===== src/rtl/interrogate_monitor.sv =====
// ISS interrogate timing checker: measures ref-edge-to-pulse delay and pulse width,
// strobes SAMPLE on a valid interrogate, else raises sticky faults. Optional INTERROGATE_STATS_EN.
module interrogate_monitor #(
    parameter int SYNC_STAGES = 2,
    parameter int DLY_MIN     = 630,
    parameter int DLY_MAX     = 645,
    parameter int WID_MIN     = 4,
    parameter int WID_MAX     = 8,
    parameter int CW          = 12
) (
    input  logic          CLOCKH,
    input  logic          rst_n,
    input  logic          UREF1H,
    input  logic          ISSIHI,
    input  logic          CLR_ERR,
    output logic          SAMPLE,
    output logic [CW-1:0] DELAY,
    output logic [7:0]    WIDTH,
    output logic          EARLY_ERR,
    output logic          LATE_ERR,
    output logic          MISS_ERR,
    output logic          WID_ERR,
    output logic          EXTRA_ERR
`ifdef INTERROGATE_STATS_EN
   ,output logic [15:0]   GOOD_CNT,
    output logic [15:0]   BAD_CNT
`endif
);

    localparam logic [CW-1:0] DMIN   = CW'(DLY_MIN);
    localparam logic [CW-1:0] DMAX   = CW'(DLY_MAX);
    localparam logic [CW-1:0] DC_SAT = '1;
    localparam logic [7:0]    WMIN   = 8'(WID_MIN);
    localparam logic [7:0]    WMAX   = 8'(WID_MAX);

    typedef enum logic [1:0] {IDLE, WAIT, PULSE, HOLD} state_t;

    state_t                 state, nxt;
    logic [SYNC_STAGES-1:0] ref_sync, iss_sync;
    logic                   ref_hist, iss_hist;
    logic                   ref_q, iss_q;
    logic                   ref_edge, iss_rise, iss_fall;
    logic [CW-1:0]          dcnt, dcnt_eff;
    logic [7:0]             wcnt;
    logic                   dly_ok;

    logic early_set, late_set, miss_set, wid_set, extra_set;
    logic start, wid_load, wcnt_inc, sample_nxt, width_ok;

    assign ref_q    = ref_sync[SYNC_STAGES-1];
    assign iss_q    = iss_sync[SYNC_STAGES-1];
    assign ref_edge = ref_q ^ ref_hist;
    assign iss_rise = iss_q & ~iss_hist;
    assign iss_fall = ~iss_q & iss_hist;
    // The edge cycle itself counts as delay 0 of the new half-cycle.
    assign dcnt_eff = ref_edge ? '0 : dcnt;
    assign width_ok = (wcnt >= WMIN) && (wcnt <= WMAX);

    always_ff @(posedge CLOCKH or negedge rst_n) begin
        if (!rst_n) begin
            ref_sync <= '0;
            iss_sync <= '0;
            ref_hist <= 1'b0;
            iss_hist <= 1'b0;
        end else begin
            ref_sync <= {ref_sync[SYNC_STAGES-2:0], UREF1H};
            iss_sync <= {iss_sync[SYNC_STAGES-2:0], ISSIHI};
            ref_hist <= ref_q;
            iss_hist <= iss_q;
        end
    end

    always_ff @(posedge CLOCKH or negedge rst_n) begin
        if (!rst_n) state <= IDLE;
        else        state <= nxt;
    end

    always_comb begin
        nxt        = state;
        early_set  = 1'b0;
        late_set   = 1'b0;
        miss_set   = 1'b0;
        wid_set    = 1'b0;
        extra_set  = 1'b0;
        start      = 1'b0;
        wid_load   = 1'b0;
        wcnt_inc   = 1'b0;
        sample_nxt = 1'b0;
        case (state)
            IDLE: if (ref_edge) nxt = WAIT;
            WAIT: begin
                if (ref_edge) miss_set = 1'b1;
                if (iss_rise) begin
                    nxt   = PULSE;
                    start = 1'b1;
                end
            end
            PULSE: begin
                if (ref_edge) begin
                    wid_set  = 1'b1;
                    wid_load = 1'b1;
                    nxt      = WAIT;
                end else if (iss_fall) begin
                    wid_load   = 1'b1;
                    sample_nxt = dly_ok & width_ok;
                    wid_set    = ~width_ok;
                    nxt        = HOLD;
                end else if (iss_q) begin
                    wcnt_inc = 1'b1;
                end
            end
            HOLD: begin
                if (ref_edge) begin
                    nxt = WAIT;
                    if (iss_rise) begin
                        nxt   = PULSE;
                        start = 1'b1;
                    end
                end else if (iss_rise) begin
                    extra_set = 1'b1;
                end
            end
            default: nxt = IDLE;
        endcase
        if (start) begin
            early_set = dcnt_eff < DMIN;
            late_set  = dcnt_eff > DMAX;
        end
    end

    always_ff @(posedge CLOCKH or negedge rst_n) begin
        if (!rst_n) begin
            dcnt   <= '0;
            wcnt   <= '0;
            dly_ok <= 1'b0;
            DELAY  <= '0;
            WIDTH  <= '0;
            SAMPLE <= 1'b0;
        end else begin
            dcnt   <= (dcnt_eff == DC_SAT) ? DC_SAT : dcnt_eff + 1'b1;
            SAMPLE <= sample_nxt;
            if (start) begin
                wcnt   <= 8'd1;
                DELAY  <= dcnt_eff;
                dly_ok <= ~(early_set | late_set);
            end else if (wcnt_inc && wcnt != 8'hFF) begin
                wcnt <= wcnt + 8'd1;
            end
            if (wid_load) WIDTH <= wcnt;
        end
    end

    // Set beats clear when both land in the same cycle.
    always_ff @(posedge CLOCKH or negedge rst_n) begin
        if (!rst_n) begin
            EARLY_ERR <= 1'b0;
            LATE_ERR  <= 1'b0;
            MISS_ERR  <= 1'b0;
            WID_ERR   <= 1'b0;
            EXTRA_ERR <= 1'b0;
        end else begin
            EARLY_ERR <= early_set | (EARLY_ERR & ~CLR_ERR);
            LATE_ERR  <= late_set  | (LATE_ERR  & ~CLR_ERR);
            MISS_ERR  <= miss_set  | (MISS_ERR  & ~CLR_ERR);
            WID_ERR   <= wid_set   | (WID_ERR   & ~CLR_ERR);
            EXTRA_ERR <= extra_set | (EXTRA_ERR & ~CLR_ERR);
        end
    end

`ifdef INTERROGATE_STATS_EN
    logic new_err;
    assign new_err = |({early_set, late_set, miss_set, wid_set, extra_set} &
                       ~{EARLY_ERR, LATE_ERR, MISS_ERR, WID_ERR, EXTRA_ERR});

    always_ff @(posedge CLOCKH or negedge rst_n) begin
        if (!rst_n) begin
            GOOD_CNT <= '0;
            BAD_CNT  <= '0;
        end else if (CLR_ERR) begin
            GOOD_CNT <= '0;
            BAD_CNT  <= '0;
        end else begin
            if (SAMPLE && GOOD_CNT != 16'hFFFF)  GOOD_CNT <= GOOD_CNT + 16'd1;
            if (new_err && BAD_CNT != 16'hFFFF)  BAD_CNT  <= BAD_CNT + 16'd1;
        end
    end
`endif

endmodule

===== config.mk =====
export PLATFORM = sky130hd
export DESIGN_NAME = interrogate_monitor
export DESIGN_NICKNAME = d
export VERILOG_FILES = /design/src/rtl/interrogate_monitor.sv
export SDC_FILE = /design/constraint.sdc
export NUM_CORES = 1
export LEC_CHECK = 0
export ABC_AREA = 1
export ABC_CLOCK_PERIOD_IN_PS = 2500
export BUFFER_PORTS_ARGS = -buffer_cell sky130_fd_sc_hd__buf_2
export CORE_MARGIN = 10
export CORE_UTILIZATION = 50
export DETAILED_ROUTE_END_ITERATION = 6
export PLACE_DENSITY = 0.69
export SYNTH_ARGS = -nofsm -noshare
export SYNTH_HDL_FRONTEND = slang
export SYNTH_SLANG_ARGS = --single-unit

===== constraint.sdc =====
create_clock -name CLOCKH -period 2.5 [get_ports CLOCKH]
set_input_delay 0 -clock CLOCKH [delete_from_list [all_inputs] [get_ports CLOCKH]]
set_output_delay 0 -clock CLOCKH [all_outputs]
set_load 0.01 [all_outputs]

Word-level counts from Yosys, hierarchy flattened --
Cells that the tools add are included.
Word-level totals: register bits after elaboration 55, input port bits 5, output and inout port bits 26, logic and storage cells 89
Cells by class: add/subtract/negate cells 2, order comparisons 4, equality and inequality tests 9, mux-type cells 33, bitwise operators 20, reduce and logical (&&, ||, !) cells 5
Operator list (number):
- $mux W12 | 2
- $mux W1 | 21
- $mux W8 | 2
- $add A12 B1 Y12 const B | 1
- $eq A12 B12 Y1 const B | 1
- $gt A12 B10 Y1 const B | 1
- $lt A12 B10 Y1 const B | 1
- $mux W2 | 6
- $add A8 B1 Y8 const B | 1
- $and A1 B1 Y1 | 8
- $ge A8 B3 Y1 const B | 1
- $le A8 B4 Y1 const B | 1
- $ne A8 B8 Y1 const B | 1
- $pmux W2 S4 | 1
- $ne A2 B2 Y1 const B | 3
- $or A1 B1 Y1 | 6
- $not A1 Y1 | 5
- $eq A2 B2 Y1 const B | 2
- $reduce_and A4 Y1 | 1
- $ne A3 B3 Y1 const B | 1
- $eq A2 B1 Y1 const B | 1
- $logic_and A1 B1 Y1 | 2
- $logic_not A2 Y1 | 1
- $pmux W1 S2 | 1
- other kinds (2) | 2

Logic depth before layout (Yosys ltp) --
depth after elaboration 8, depth in mapped cells 14, gate-level depth less buffers 14

Worst setup path after synthesis --
No wires, ideal clock.
path kind register to register, start register ref_sync[1], end register dcnt[9], setup time 68 ps, arrival time 1803 ps, required time 2432 ps, slack 629 ps, cell stages (with the launch flop) 13, buffers on the path 1, clock period less this slack 1871 ps, cells stage by stage dfrtp_1 inv_1 nand2_1 nand2_4 nor2_1 ha_1 nand4_1 nor2_2 nand2_2 nor2_2 nand2_1 buf_6 nand3_1
Between the ends: word-level cells in the longest chain between the ends 4, elaborated cells on any way between the ends 5, classes of those cells add/sub: 1; eq/ne: 1; mux: 2; bitwise: 1
RTL lines:
- start, declared | RTL line 39 | logic [SYNC_STAGES-1:0] ref_sync, iss_sync;
- start signal, assigned | RTL line 66 | ref_sync <= {ref_sync[SYNC_STAGES-2:0], UREF1H};
- $xor A1 B1 Y1 * | RTL line 52 | assign ref_edge = ref_q ^ ref_hist;
- $mux W12 * | RTL line 56 | assign dcnt_eff = ref_edge ? '0 : dcnt;
- named net dcnt_eff[0] | RTL line 43 | logic [CW-1:0] dcnt, dcnt_eff;
- $add A12 B1 Y12 or $eq A12 B12 Y1 (tied branches) | RTL line 140 | dcnt <= (dcnt_eff == DC_SAT) ? DC_SAT : dcnt_eff + 1'b1;
- $mux W12 * | RTL line 140
- end signal, assigned | RTL line 140
- end, declared | RTL line 43
The timed path passes the listed nets; every way through them passes the cells marked *. A chain may end at the register's enable or synchronous reset.

Worst setup path in the final report --
start register ref_sync[1], end register dcnt[4]
Same word-level chain as after synthesis.

==> out/metrics.csv <==
metric,value,unit
swShare,30.8,%
dp_cells,407,
avgRoutedWirePerCell,12.7,um
syn2layout_area_growth,13.6,%
switchingPower,0.000577,W
path_cells,inv_1 -> nand2_1 -> nand2_4 -> nor2_1 -> ha_1 -> nand4_1 -> nor2_2 -> nand2_2 -> nor2_2 -> nand2_2 -> o211ai_1,
globalplace.congestion,0.806,
die_w,92.5,um
worstPathArrival,2.36,ns
antenna_cells,0,
slew_violations,0,
fill_cells,494,
fin_crit_sh,85.4,%
drive_gt1_share,18.6,%
syn-cell-area,2630,um2
cap_violations,0,
setup.worst_path.end_class,flip-flop,
p_comb_share,19.6,%
numCtsBuffers,5,
dp_hpwl,3890,um
p_int,0.00130,W
ys_ff_latch,55,
clk_pin_slew,0.09,ns
cts.sinks,55,
clk-insertion-delay-late,0.31,ns
max_stage_delay,0.39,ns
wl,5330,um
first_pass_iters,4,
dieArea,8560,um2
cts-root-buf,clkbuf_8,
critPathKind,flip-flop to flip-flop,
fin_nets,358,
pwr_density_cell,629,nW/um2
placed_area,2860,um2
htree_levels,2,
setup-tns-final,0,ns
finalPower,0.00188,W
final_cell_mix,"74 x nand2_1, 55 x dfrtp_1, 40 x inv_1",
yosys_warnings,0,
cts_buffer_depth,2,
grt_pass1_wl,9200,um
leakagePower,1.54,nW
min_path_type,primary input to flip-flop,
grt_setup_unrepaired,no,
cts_tree,yes,
fmax,468,MHz
yosysSeqAreaShare,52.4,%
grt_start_max_net_pins,56,
final_cells,419,
fin_area,2990,um2
p_seq_share,55.2,%
synth_edf_count,0,
cp.required,2.73,ns
cp-start-kind,flip-flop,
synthArstFlopShare,100,%
worst_pin_slew,0.687,ns
initial_core_util,51.5,%
die_h,92.5,um
slowest_stage,dfrtp_1,
slew_headroom,54.2,%
grtUsageTotal,13.0,%
ys_types,32,
core,5110,um2
outcome,"finished, final reports clean",
row_count,26,
port-buffer-count,30,
hold_viol,0,
vias_per_cell,4.96,
ys.flop_type,dfrtp_1,
antenna_left,0,
postLayoutCoreUtil,58.5,%
p_clk_share,25.2,%
cts_setup_buffers,0,
io_pins,31,
setup_viol,0,
synth_nets,319,
irDropWorstVdd,0.321,mV
via_count,2077,
drt-initial-drc-count,114,
syn_area_per_cell,8.51,um2
cp_max_fo,11,
drc,0,
fin_skew,0.00732,ns
layout_min_cycle_time,2.14,ns
final_common_cell,nand2_1,
synthCells,309,
grt_pass1_vias,1998,
antenna_found_initial,0,
grt-ovfl-total,0,
state kept, by name (all words and copies together) (netlist names):
signal and cells:
SAMPLE 1, MISS_ERR 1, ref_sync 2, DELAY 12, EARLY_ERR 1, EXTRA_ERR 1, iss_sync 2, WIDTH 8
dcnt 12, wcnt 8, dly_ok 1, WID_ERR 1, state 2, iss_hist 1, LATE_ERR 1, ref_hist 1
critical path, delay by kind of cell, from the launching register on:
kind / cells / cell delay [ns]
AOI/OAI and AO/OA: 1 / 0.12
and+or+nand+nor: 8 / 1.24
adders and majority gates: 1 / 0.24
buffers and inverters: 1 / 0.07
DFF: 1 / 0.39
cells by family after synthesis:
logic type | synth area share, %
AO/OA/AOI/OAI | 9.47
flip-flops | 52.4
adder cells (fa/ha/maj) | 2.38
AND/OR/NAND/NOR | 26.9
multiplexers | 0.428
XOR/XNOR | 1.33
buffers and inverters | 7.14
cells in the mapped netlist, drive strengths merged, types with 4 or more instances:
cell   number  area, um2
a21oi       7       35.0
buf         5       33.8
or2         4       25.0
dfrtp      55       1380
nand2      79        317
nand4       5       31.3
nor2       29        141
o21ai      33        169
xor2        4       35.0
nand3      30        160
inv        40        150
ha          5       62.6
routing by layer:
metal | part of all wire (%) | vias to the layer above | global-route usage [%]
met4 | 1.9 | 0 | 5.27
met5 | 0 | - | 0
met2 | 49 | 33 | 22.4
li1 | - | 1075 | -
met1 | 45 | 960 | 15.1
met3 | 4.1 | 9 | 2.99
power groups by stage:
stage | sequential, W | combinational (W) | clock [W]
final | 0.00104 | 0.000368 | 0.000474
after global routing | 0.00105 | 0.000427 | 0.000526
after CTS | 0.00104 | 0.000375 | 0.000491
after detailed placement | 0.00105 | 0.000368 | 0
after global placement | 0.00105 | 0.000361 | 0
after floorplan | 0.00107 | 0.000212 | 0
metrics by stage:
stage / hold WS, ns / worst slack [ns]
after detailed placement: 0.111 / 0.234
after CTS: 0.323 / 0.208
final: 0.336 / 0.364
after global routing: 0.331 / 0.0694
after floorplan: -0.296 / 0.629
after global placement: 0.109 / 0.342
area by class of cell:
| type | count | area (um2) | share of cell area (%) |
|---|---|---|---|
| tap | 70 | 87.6 | 2.93 |
| sequential | 55 | 1380 | 46.1 |
| inverter | 40 | 150 | 5.03 |
| clock inverter | 3 | 15.0 | 0.503 |
| timing repair buffer | 38 | 220 | 7.38 |
| multi-input combinational | 208 | 1070 | 35.8 |
| clock buffer | 5 | 68.8 | 2.31 |
final timing paths:
check | slack (ns) | end | depth (start not counted) | from
min | 0.34 | ref_sync[0] | 2 | UREF1H
min in group asynchronous | 0.36 | WIDTH[5] | 3 | rst_n
min reg2reg | 0.36 | ref_sync[1] | 0 | ref_sync[0]
max | 0.36 | dcnt[4] | 11 | ref_sync[1]
max reg2reg | 0.36 | dcnt[4] | 11 | ref_sync[1]
max in group asynchronous | 1.68 | dcnt[4] | 3 | rst_n
what timing repair did:
action                                 CTS  global route
setup endpoints to repair                0            10
hold buffers                             4             0
endpoints found under the hold margin   62             0
gates resized for setup                  0             1
(Power assumes the default switching activity.)
